--- src/rtl/mem_arbiter_pkg.sv ---
// mem_arbiter_pkg
//   Shared definitions for the two-master Wishbone arbiter: the FSM state
//   encoding, the data bus width and the master index type used by the
//   round-robin picker.
package mem_arbiter_pkg;

    localparam int BUS_W = 16;

    typedef enum logic [1:0] {
        ST_IDLE = 2'd0,
        ST_OWN0 = 2'd1,
        ST_OWN1 = 2'd2
    } state_t;

    typedef logic mst_idx_t;
    localparam mst_idx_t MST0 = 1'b0;
    localparam mst_idx_t MST1 = 1'b1;

endpackage

--- src/rtl/mem_arbiter_arb_rr2.sv ---
// arb_rr2
//   Two-way round-robin pick with a last-owner register.
//   Ports:
//     i_clk, i_rst_n  clock, asynchronous active-low reset
//     i_req0, i_req1  requests from master 0 / master 1
//     i_upd           a master is entering ownership this cycle
//     i_upd_idx       index of the master entering ownership
//     o_pick          index of the master to grant (valid when any request)
module arb_rr2
    import mem_arbiter_pkg::*;
(
    input  logic     i_clk,
    input  logic     i_rst_n,
    input  logic     i_req0,
    input  logic     i_req1,
    input  logic     i_upd,
    input  mst_idx_t i_upd_idx,
    output mst_idx_t o_pick
);

    mst_idx_t r_last;

    // Reset to master 1 so master 0 wins the first tie.
    always_ff @(posedge i_clk or negedge i_rst_n) begin
        if (!i_rst_n) begin
            r_last <= MST1;
        end else if (i_upd) begin
            r_last <= i_upd_idx;
        end
    end

    // On a tie the master that did not own last goes next.
    assign o_pick = (i_req0 && i_req1) ? ~r_last : (i_req1 ? MST1 : MST0);

endmodule

--- src/rtl/mem_arbiter.sv ---
// mem_arbiter
//   Arbitrates two Wishbone masters (m0 = instruction fill, m1 = data) onto
//   one shared slave. Grant is parked for PARK idle cycles after the owner
//   drops cyc; a stalled strobe is terminated with err after TIMEOUT cycles.
//   Ports:
//     clk_i, rst_n_i                      clock, asynchronous active-low reset
//     mN_cyc_i/stb_i/we_i/adr_i/sel_i/dat_i  master N request
//     mN_dat_o/ack_o/err_o                 master N response
//     s_cyc_o/stb_o/we_o/adr_o/sel_o/dat_o shared slave request
//     s_dat_i/ack_i/err_i                  shared slave response
module mem_arbiter
    import mem_arbiter_pkg::*;
#(
    parameter int TIMEOUT = 255,
    parameter int PARK    = 1
) (
    input  logic             clk_i,
    input  logic             rst_n_i,
    input  logic             m0_cyc_i,
    input  logic             m0_stb_i,
    input  logic             m0_we_i,
    input  logic [31:0]      m0_adr_i,
    input  logic [1:0]       m0_sel_i,
    input  logic [BUS_W-1:0] m0_dat_i,
    output logic [BUS_W-1:0] m0_dat_o,
    output logic             m0_ack_o,
    output logic             m0_err_o,
    input  logic             m1_cyc_i,
    input  logic             m1_stb_i,
    input  logic             m1_we_i,
    input  logic [31:0]      m1_adr_i,
    input  logic [1:0]       m1_sel_i,
    input  logic [BUS_W-1:0] m1_dat_i,
    output logic [BUS_W-1:0] m1_dat_o,
    output logic             m1_ack_o,
    output logic             m1_err_o,
    output logic             s_cyc_o,
    output logic             s_stb_o,
    output logic             s_we_o,
    output logic [31:0]      s_adr_o,
    output logic [1:0]       s_sel_o,
    output logic [BUS_W-1:0] s_dat_o,
    input  logic [BUS_W-1:0] s_dat_i,
    input  logic             s_ack_i,
    input  logic             s_err_i
);

    localparam logic [15:0] TIMEOUT_M1 = 16'(TIMEOUT - 1);
    localparam logic [3:0]  PARK_L     = 4'(PARK);

    state_t      r_state;
    state_t      w_next;
    logic        r_parked;
    logic [3:0]  r_park_cnt;
    logic [15:0] r_stall_cnt;

    logic        w_own0, w_own1;
    logic        w_own_cyc, w_own_stb, w_other_req;
    logic        w_timeout, w_expire, w_enter;
    logic        w_ack, w_err;
    mst_idx_t    w_pick;

    assign w_own0      = (r_state == ST_OWN0);
    assign w_own1      = (r_state == ST_OWN1);
    assign w_own_cyc   = (w_own0 && m0_cyc_i) || (w_own1 && m1_cyc_i);
    assign w_own_stb   = (w_own0 && m0_cyc_i && m0_stb_i) || (w_own1 && m1_cyc_i && m1_stb_i);
    assign w_other_req = w_own0 ? m1_cyc_i : m0_cyc_i;

    // Timeout fires on the TIMEOUT-th stalled cycle itself (count holds the
    // number of stalled cycles already completed).
    assign w_timeout = w_own_stb && (r_stall_cnt == TIMEOUT_M1);

    // Terminations only reach the owner while it holds cyc; ack beats err.
    assign w_ack = w_own_cyc && s_ack_i && !w_timeout;
    assign w_err = w_timeout || (w_own_cyc && s_err_i && !s_ack_i);

    arb_rr2 u_rr2 (
        .i_clk     (clk_i),
        .i_rst_n   (rst_n_i),
        .i_req0    (m0_cyc_i),
        .i_req1    (m1_cyc_i),
        .i_upd     (w_enter),
        .i_upd_idx (w_next == ST_OWN1),
        .o_pick    (w_pick)
    );

    always_comb begin
        w_next   = r_state;
        w_expire = 1'b0;
        case (r_state)
            ST_IDLE: begin
                if (m0_cyc_i || m1_cyc_i) begin
                    w_next = (w_pick == MST1) ? ST_OWN1 : ST_OWN0;
                end
            end
            ST_OWN0, ST_OWN1: begin
                if (!w_own_cyc) begin
                    // First idle edge loads the park count; PARK=0 releases at once.
                    w_expire = r_parked ? (r_park_cnt <= 4'd1) : (PARK == 0);
                    if (w_expire) begin
                        w_next = w_other_req ? (w_own0 ? ST_OWN1 : ST_OWN0) : ST_IDLE;
                    end
                end
            end
            default: w_next = ST_IDLE;
        endcase
    end

    assign w_enter = (w_next != r_state) && (w_next != ST_IDLE);

    always_ff @(posedge clk_i or negedge rst_n_i) begin
        if (!rst_n_i) begin
            r_state     <= ST_IDLE;
            r_parked    <= 1'b0;
            r_park_cnt  <= 4'd0;
            r_stall_cnt <= 16'd0;
        end else begin
            r_state <= w_next;

            if ((w_next != r_state) || w_own_cyc) begin
                r_parked   <= 1'b0;
                r_park_cnt <= 4'd0;
            end else if (w_own0 || w_own1) begin
                if (!r_parked) begin
                    r_parked   <= 1'b1;
                    r_park_cnt <= PARK_L;
                end else begin
                    r_park_cnt <= r_park_cnt - 4'd1;
                end
            end

            if ((w_next != r_state) || w_timeout || s_ack_i || s_err_i) begin
                r_stall_cnt <= 16'd0;
            end else if (w_own_stb) begin
                r_stall_cnt <= r_stall_cnt + 16'd1;
            end
        end
    end

    always_comb begin
        s_cyc_o = w_own_cyc;
        s_stb_o = w_own_stb && !w_timeout;
        s_we_o  = 1'b0;
        s_adr_o = '0;
        s_sel_o = '0;
        s_dat_o = '0;
        if (w_own0) begin
            s_we_o  = m0_we_i;
            s_adr_o = m0_adr_i;
            s_sel_o = m0_sel_i;
            s_dat_o = m0_dat_i;
        end else if (w_own1) begin
            s_we_o  = m1_we_i;
            s_adr_o = m1_adr_i;
            s_sel_o = m1_sel_i;
            s_dat_o = m1_dat_i;
        end
    end

    assign m0_ack_o = w_own0 && w_ack;
    assign m0_err_o = w_own0 && w_err;
    assign m1_ack_o = w_own1 && w_ack;
    assign m1_err_o = w_own1 && w_err;

    // Read data is broadcast, but forced to zero while reset is held.
    assign m0_dat_o = rst_n_i ? s_dat_i : '0;
    assign m1_dat_o = rst_n_i ? s_dat_i : '0;

endmodule

--- config.mk ---
export PLATFORM = sky130hd
export DESIGN_NAME = mem_arbiter
export DESIGN_NICKNAME = d
export VERILOG_FILES = /design/src/rtl/mem_arbiter_pkg.sv /design/src/rtl/mem_arbiter_arb_rr2.sv /design/src/rtl/mem_arbiter.sv
export SDC_FILE = /design/constraint.sdc
export NUM_CORES = 1
export LEC_CHECK = 0
export ABC_AREA = 1
export CAP_MARGIN = 20
export CORE_UTILIZATION = 34
export CTS_BUF_LIST = sky130_fd_sc_hd__clkbuf_16
export DETAILED_ROUTE_END_ITERATION = 8
export GPL_TIMING_DRIVEN = 0
export PLACE_DENSITY = 0.82
export SKIP_CTS_REPAIR_TIMING = 1
export SLEW_MARGIN = 20
export SYNTH_ARGS = -nofsm -noshare
export SYNTH_HDL_FRONTEND = slang
export SYNTH_HIERARCHICAL = 1
export SYNTH_SLANG_ARGS = --single-unit
--- constraint.sdc ---
create_clock -name clk_i -period 2.37 [get_ports clk_i]
set_input_delay 0.237 -clock clk_i [delete_from_list [all_inputs] [get_ports clk_i]]
set_output_delay 0.237 -clock clk_i [all_outputs]
set_load 0.005 [all_outputs]
Yosys cells after proc, flatten, opt, wreduce, memory -nomap -nowiden
Index checks and enable logic that the tools add are counted.
{ "totals": {"regBits": 24, "in_bits": 126, "out_inout_bits": 89, "wordCells": 73} }
{ "classes": {"add_sub_neg": 2, "magnitude_cmp": 1, "eq_ne": 5, "mux": 27, "bitwise": 1, "reduce_logical": 32} }
{ "op_table": {"columns": ["op", "count"], "rows": [
  ["$mux W16", 5],
  ["$mux W32", 2],
  ["$add A16 B1 Y16 const B", 1],
  ["$eq A16 B8 Y1 const B", 1],
  ["$logic_and A1 B1 Y1", 16],
  ["$mux W2", 8],
  ["$mux W4", 3],
  ["$logic_or A1 B1 Y1", 9],
  ["$mux W1", 8],
  ["$reduce_bool A2 Y1", 3],
  ["$eq A2 B2 Y1 const B", 2],
  ["$le A4 B1 Y1 const B", 1],
  ["$pmux W2 S2", 1],
  ["$sub A4 B1 Y4 const B", 1],
  ["$eq A2 B1 Y1 const B", 1],
  ["$logic_not A1 Y1", 2],
  ["$logic_not A2 Y1", 1],
  ["$ne A2 B2 Y1", 1],
  ["$reduce_or A2 Y1", 1],
  ["$not A1 Y1", 1]
]} }

Logic depth before layout (Yosys ltp)
{ "logic_depth": {"depth_word": 11, "mapped_depth": 19, "depth_no_buf": 17} }

By module
The synthesis kept the hierarchy.
{ "modules_own_cells": {"columns": ["module", "instances", "cells_per_inst", "area_per_inst_um2", "seq_area_each_um2"], "rows": [
  ["mem_arbiter", 1, 441, 2590.0, 575.6],
  ["arb_rr2", 1, 7, 53.8, 26.3]
]} }

Worst setup path after synthesis
OpenSTA, ideal clock, no wires.
{ "synth_path": {"path_kind": "register -> register", "start": "register r_state[0]", "end": "register u_rr2.r_last", "setup_ns": 0.075, "arrival_time_ns": 1.975, "required_ns": 2.295, "slack_ns": 0.319, "path_stages_with_launch": 20, "path_buffers": 3, "period_less_slack_ns": 2.051, "path_cell_list": "dfrtp_1 -> inv_1 -> ha_1 -> buf_2 -> nand2_4 -> nand2_4 -> inv_2 -> buf_6 -> nand3_2 -> nand3_2 -> nand2_2 -> nand2_2 -> nand2_1 -> nand2_2 -> nor2_4 -> buf_4 -> a21oi_1 -> inv_1 -> nand2_1 -> nand2_1"} }
{ "synth_via": {"elab_cells_between_ends": 18, "cone_classes": "eq/ne: 4; mux: 7; reduce/logical: 7"} }
{ "synth_rtl": {"columns": ["element", "line", "source"], "rows": [
  ["from (decl)", "mem_arbiter.sv:51", "state_t r_state;"],
  ["from (signal assigned)", "mem_arbiter.sv:118", "r_state <= w_next;"],
  ["$eq A2 B1 Y1 / $eq A2 B2 Y1 (equally long branches)", null, null],
  ["$logic_and A1 B1 Y1", "mem_arbiter.sv:65", "assign w_own_cyc = (w_own0 && m0_cyc_i) || (w_own1 && m1_cyc_i);"],
  ["$logic_or A1 B1 Y1 *", "mem_arbiter.sv:65", null],
  ["named net s_cyc_o", "mem_arbiter.sv:37", "output logic s_cyc_o,"],
  ["$mux W2 *", "mem_arbiter.sv:97", "if (!w_own_cyc) begin"],
  ["$pmux W2 S2 *", "mem_arbiter.sv:90", "case (r_state)"],
  ["$ne A2 B2 Y1 / $reduce_bool A2 Y1 (equally long branches)", "mem_arbiter.sv:109", "assign w_enter = (w_next != r_state) && (w_next != ST_IDLE);"],
  ["$logic_and A1 B1 Y1 *", "mem_arbiter.sv:109", null],
  ["named net w_enter", "mem_arbiter.sv:59", "logic w_timeout, w_expire, w_enter;"],
  ["to (signal assigned)", "mem_arbiter_arb_rr2.sv:28", "r_last <= i_upd_idx;"],
  ["to (decl)", "mem_arbiter_arb_rr2.sv:21", "mst_idx_t r_last;"]
]} }
Mark *: on every way through the listed nets, which the timed path passes. The rest lies on a longest branch.
A chain may end at the register's enable or synchronous reset.

Final worst setup path
{ "layout_path": {"start": "register r_state[0]", "end": "output s_adr_o[2]"} }
{ "layout_via": {"elab_chain_len": 3, "elab_cells_between_ends": 4, "cone_classes": "eq/ne: 2; mux: 2"} }
{ "layout_lines": {"columns": ["element", "line", "source"], "rows": [
  ["$eq A2 B2 Y1", null, null],
  ["$mux W32", "mem_arbiter.sv:152", "end else if (w_own1) begin"],
  ["$mux W32 *", "mem_arbiter.sv:147", "if (w_own0) begin"],
  ["to (decl)", "mem_arbiter.sv:40", "output logic [31:0] s_adr_o,"]
]} }
Every way passes the cells marked *; elsewhere a longest branch is shown, timed or not.

==> implementation parameters <==
Parameter                              Value

Finish
  Layout overhead on the synthesized area    103%
  Layout Cell Area excl Fill    0.00536 mm^2
  Most common cell after layout, fill and taps aside    sky130_fd_sc_hd__clkdlybuf4s50_1
  Fraction of final layout cells sized beyond drive strength 1    between 10 and 15%
  Net count, final    815
  Most frequent cells in the layout    202 x sky130_fd_sc_hd__clkdlybuf4s50_1, 165 x sky130_fd_sc_hd__nand2_1, 61 x sky130_fd_sc_hd__nand3_1
  Count of fill cells added during filler insertion    slightly below 600
  Diode insertion count for antenna repair    0

STA
  Setup violators final    0
  Remaining max-slew budget at the tightest pin    between 70 and 80%
  Final number of max-transition violations    0
  Time the final worst path needs with I/O delays and setup    2.35 ns
  Achievable clock frequency    0.425 GHz
  Final setup skew    0.00282 ns
  Unrepaired setup endpoints after global routing    yes
  Final number of hold-violating endpoints    0
  Slew @ Worst Pin    between 0.4 and 0.5 ns
  Period utilisation layout    99.3%

Clock network
  Clock slew seen by the registers of the worst setup and hold paths    0.06 ns
  Clock net sink count    24
  TritonCTS clock tree    yes
  Num CTS Buffers    3
  Clock latency on the worst-skew pair    0.26 ns
  Max H-tree Level    1
  Root Buffer Master    sky130_fd_sc_hd__clkbuf_16
  Max Root-Sink Buffers    2

GRT
  GRT Resource Usage Total    a little over a quarter
  Global routing usage on met2    just over 50%
  Maximum number of pins on one net before global-route repair    26
  Number of global-route vias before repair    3558
  Wire length of the first global-routing pass    17300 um
  Number of antenna violations at the first check in global routing    0
  Global routing usage on met3    about 6%
  Met1 Usage GRT    between 20 and 30%
  GR Overflow Total    0
  Most Used Layer, Global Route    met2

Synth
  Share of the yosys chip area belonging to registers    22.8%
  Cells after synthesis    448
  Syn_nets    around 580
  Synth top area cells    sky130_fd_sc_hd__nand2_1 24%, sky130_fd_sc_hd__dfrtp_1 22%, sky130_fd_sc_hd__nand3_1 12%
  Synth warnings    6
  Number of synthesized register bits    24
  Number of enable-type register cells in the synthesized netlist    0
  Cell Area, Synth    0.00264 mm^2
  Mean post-synth cell area    slightly below 6 um^2
  Synth top area share    23.6%
  Proportion of register bits with asynchronous set or reset after synthesis    100%
  Distinct cells, synth    29
  Biggest area consumer among synthesized cells    sky130_fd_sc_hd__nand2_1
  Commonest register cell after synthesis    sky130_fd_sc_hd__dfrtp_1

Pwr
  Reported leakage power    2.72 nW
  Design Power    0.00425 W
  Total power per unit cell area    794 mW/mm^2
  Worst voltage drop across the vdd grid    0.442 mV

Floorplanning
  Placement Rows    31
  Horizontal die dimension    90.2 um
  Die Outline Area    0.00813 mm^2
  Die H    90.2 um
  Effective utilization at floorplan    a little over a third
  Number of ports placed on the die boundary    215
  Standard cell core area    0.00737 mm^2

Place
  Last weighted congestion value of the routability-driven placer    0.936
  Total placed instance area    0.00491 mm^2
  I/O Buffers    approximately 210
  HPWL after detailed placement    8910 um

Route
  Number of nets still failing antenna checks after routing    0
  Number of design rule violations left after detail routing    0
  Vias per inst    4.84
  Total wire length after detailed routing    11500 um
  Average routed wire per standard cell    14.8 um
  Drt initial violations    145
  Detailed Routing Iterations Pass 1    7
  Vias after detailed routing    3767

Worst hold path
  Hold Crit Class    flip-flop to flip-flop

Critical path
  Crit Path Class    flip-flop to output pin
  Data required time at the worst endpoint    2.13 ns
  Slowest Stage Delay on Critical Path    0.53 ns
  Endpoint arrival time on the critical path    2.12 ns
  CP max FO    10
  Critical Path, Cell by Cell    buf_4, ha_1, buf_6, inv_4, buf_6, nand3_1, nand2_1, clkdlybuf4s50_1
  Kind of start point of the critical path    flip-flop
  Critical path capture point type    output pin
  Crit path top cell by count    sky130_fd_sc_hd__buf_6
  Slowest library cell on the worst path    sky130_fd_sc_hd__clkdlybuf4s50_1

Run
  Count of max-cap constraint violations    0

Status
  Outcome    completed
==> area by class of cell <==
cell class / instances / area (um^2) / area share (%)
timing repair buffer: 228 / 2310 / 43.2
multi-input combinational: 332 / 1690 / 31.5
sequential: 24 / 603 / 11.3
buffer: 39 / 320 / 5.98
inverter: 53 / 204 / 3.81
tap: 99 / 124 / 2.31
clock buffer: 3 / 75.1 / 1.40
clock inverter: 1 / 30.0 / 0.560
==> power breakdown <==
group	switching, W	leakage (nW)	internal [W]
Clock	0.000144	0.0511	0.000336
Combinational	0.00159	2.35	0.00168
Sequential	0.0000436	0.326	0.000461
Total	0.00178	2.72	0.00247
==> critical path, delay by kind of cell, from the launching register on <==
family / cells / cell delay (ns)
adders and majority gates: 1 / 0.19
DFF: 1 / 0.42
and+or+nand+nor: 2 / 0.15
buffers and inverters: 5 / 1.10
==> sequential cells by signal, summed over array words and instances (netlist names) <==
signal and flops:
r_park_cnt 4, r_stall_cnt 16, r_state 2, u_rr2/r_last 1, r_parked 1
==> per-layer routing <==
layer / vias to the layer above / share of wire, % / routed length, um
li1: 1849 / - / -
met1: 1750 / 38 / 4420
met2: 154 / 53 / 6070
met3: 14 / 8.0 / 922
met4: 0 / 1.1 / 123
met5: - / 0 / 0
==> through the flow <==
step           hold slack, ns  cells  setup slack [ns]  TNS [ns]  utilization [%]
4_1_cts                 0.482    765            -0.932    -34.73             68.0
6_report                0.481    779            0.0157         0             72.7
5_1_grt                 0.507    779            -0.131     -3.04             72.7
3_5_place_dp            0.471    761            -0.927    -22.28             66.6
2_1_floorplan         -0.0586    448             0.319         0                -
3_3_place_gp            0.463    761            -0.835    -20.44             66.6
==> cell families after synthesis <==
| group | after synthesis | share of synthesized area [%] |
|---|---|---|
| AOI/OAI and AO/OA | 14 | 2.93 |
| xor gates and xnor gates | 12 | 3.98 |
| adders and majority gates | 8 | 3.79 |
| buffers and inverters | 92 | 16.5 |
| DFF | 24 | 22.8 |
| and+or+nand+nor | 298 | 50.0 |
==> synthesized netlist by cell type, types with 2 or more instances <==
cell type	n
sky130_fd_sc_hd__nand2_2	5
sky130_fd_sc_hd__buf_2	4
sky130_fd_sc_hd__nand3_1	64
sky130_fd_sc_hd__nand2_1	166
sky130_fd_sc_hd__dfrtp_1	23
sky130_fd_sc_hd__clkbuf_1	12
sky130_fd_sc_hd__inv_1	51
sky130_fd_sc_hd__nor2_1	25
sky130_fd_sc_hd__xor2_1	12
sky130_fd_sc_hd__nor3_1	5
sky130_fd_sc_hd__a21oi_1	4
sky130_fd_sc_hd__o21ai_1	2
sky130_fd_sc_hd__buf_6	3
sky130_fd_sc_hd__buf_4	17
sky130_fd_sc_hd__buf_1	3
sky130_fd_sc_hd__nand3_2	2
sky130_fd_sc_hd__nor2_2	10
sky130_fd_sc_hd__nand2_4	2
sky130_fd_sc_hd__o21ai_0	5
sky130_fd_sc_hd__nor4_1	3
sky130_fd_sc_hd__ha_1	8
sky130_fd_sc_hd__inv_2	2
sky130_fd_sc_hd__nand4_1	14
==> worst paths after layout <==
path | from | depth (start not counted) | to | slack [ns]
setup / recovery | r_state[0] | 8 | s_adr_o[2] | 0.02
hold / removal | u_rr2/r_last | 2 | u_rr2/r_last | 0.48
setup reg to reg | r_state[0] | 14 | r_stall_cnt[1] | 0.03
hold reg to reg | u_rr2/r_last | 2 | u_rr2/r_last | 0.48
max in group asynchronous | rst_n_i | 3 | r_state[1] | 1.56
min in group asynchronous | rst_n_i | 2 | u_rr2/r_last | 0.65
No activity file was read; power rests on OpenSTA's default activity.
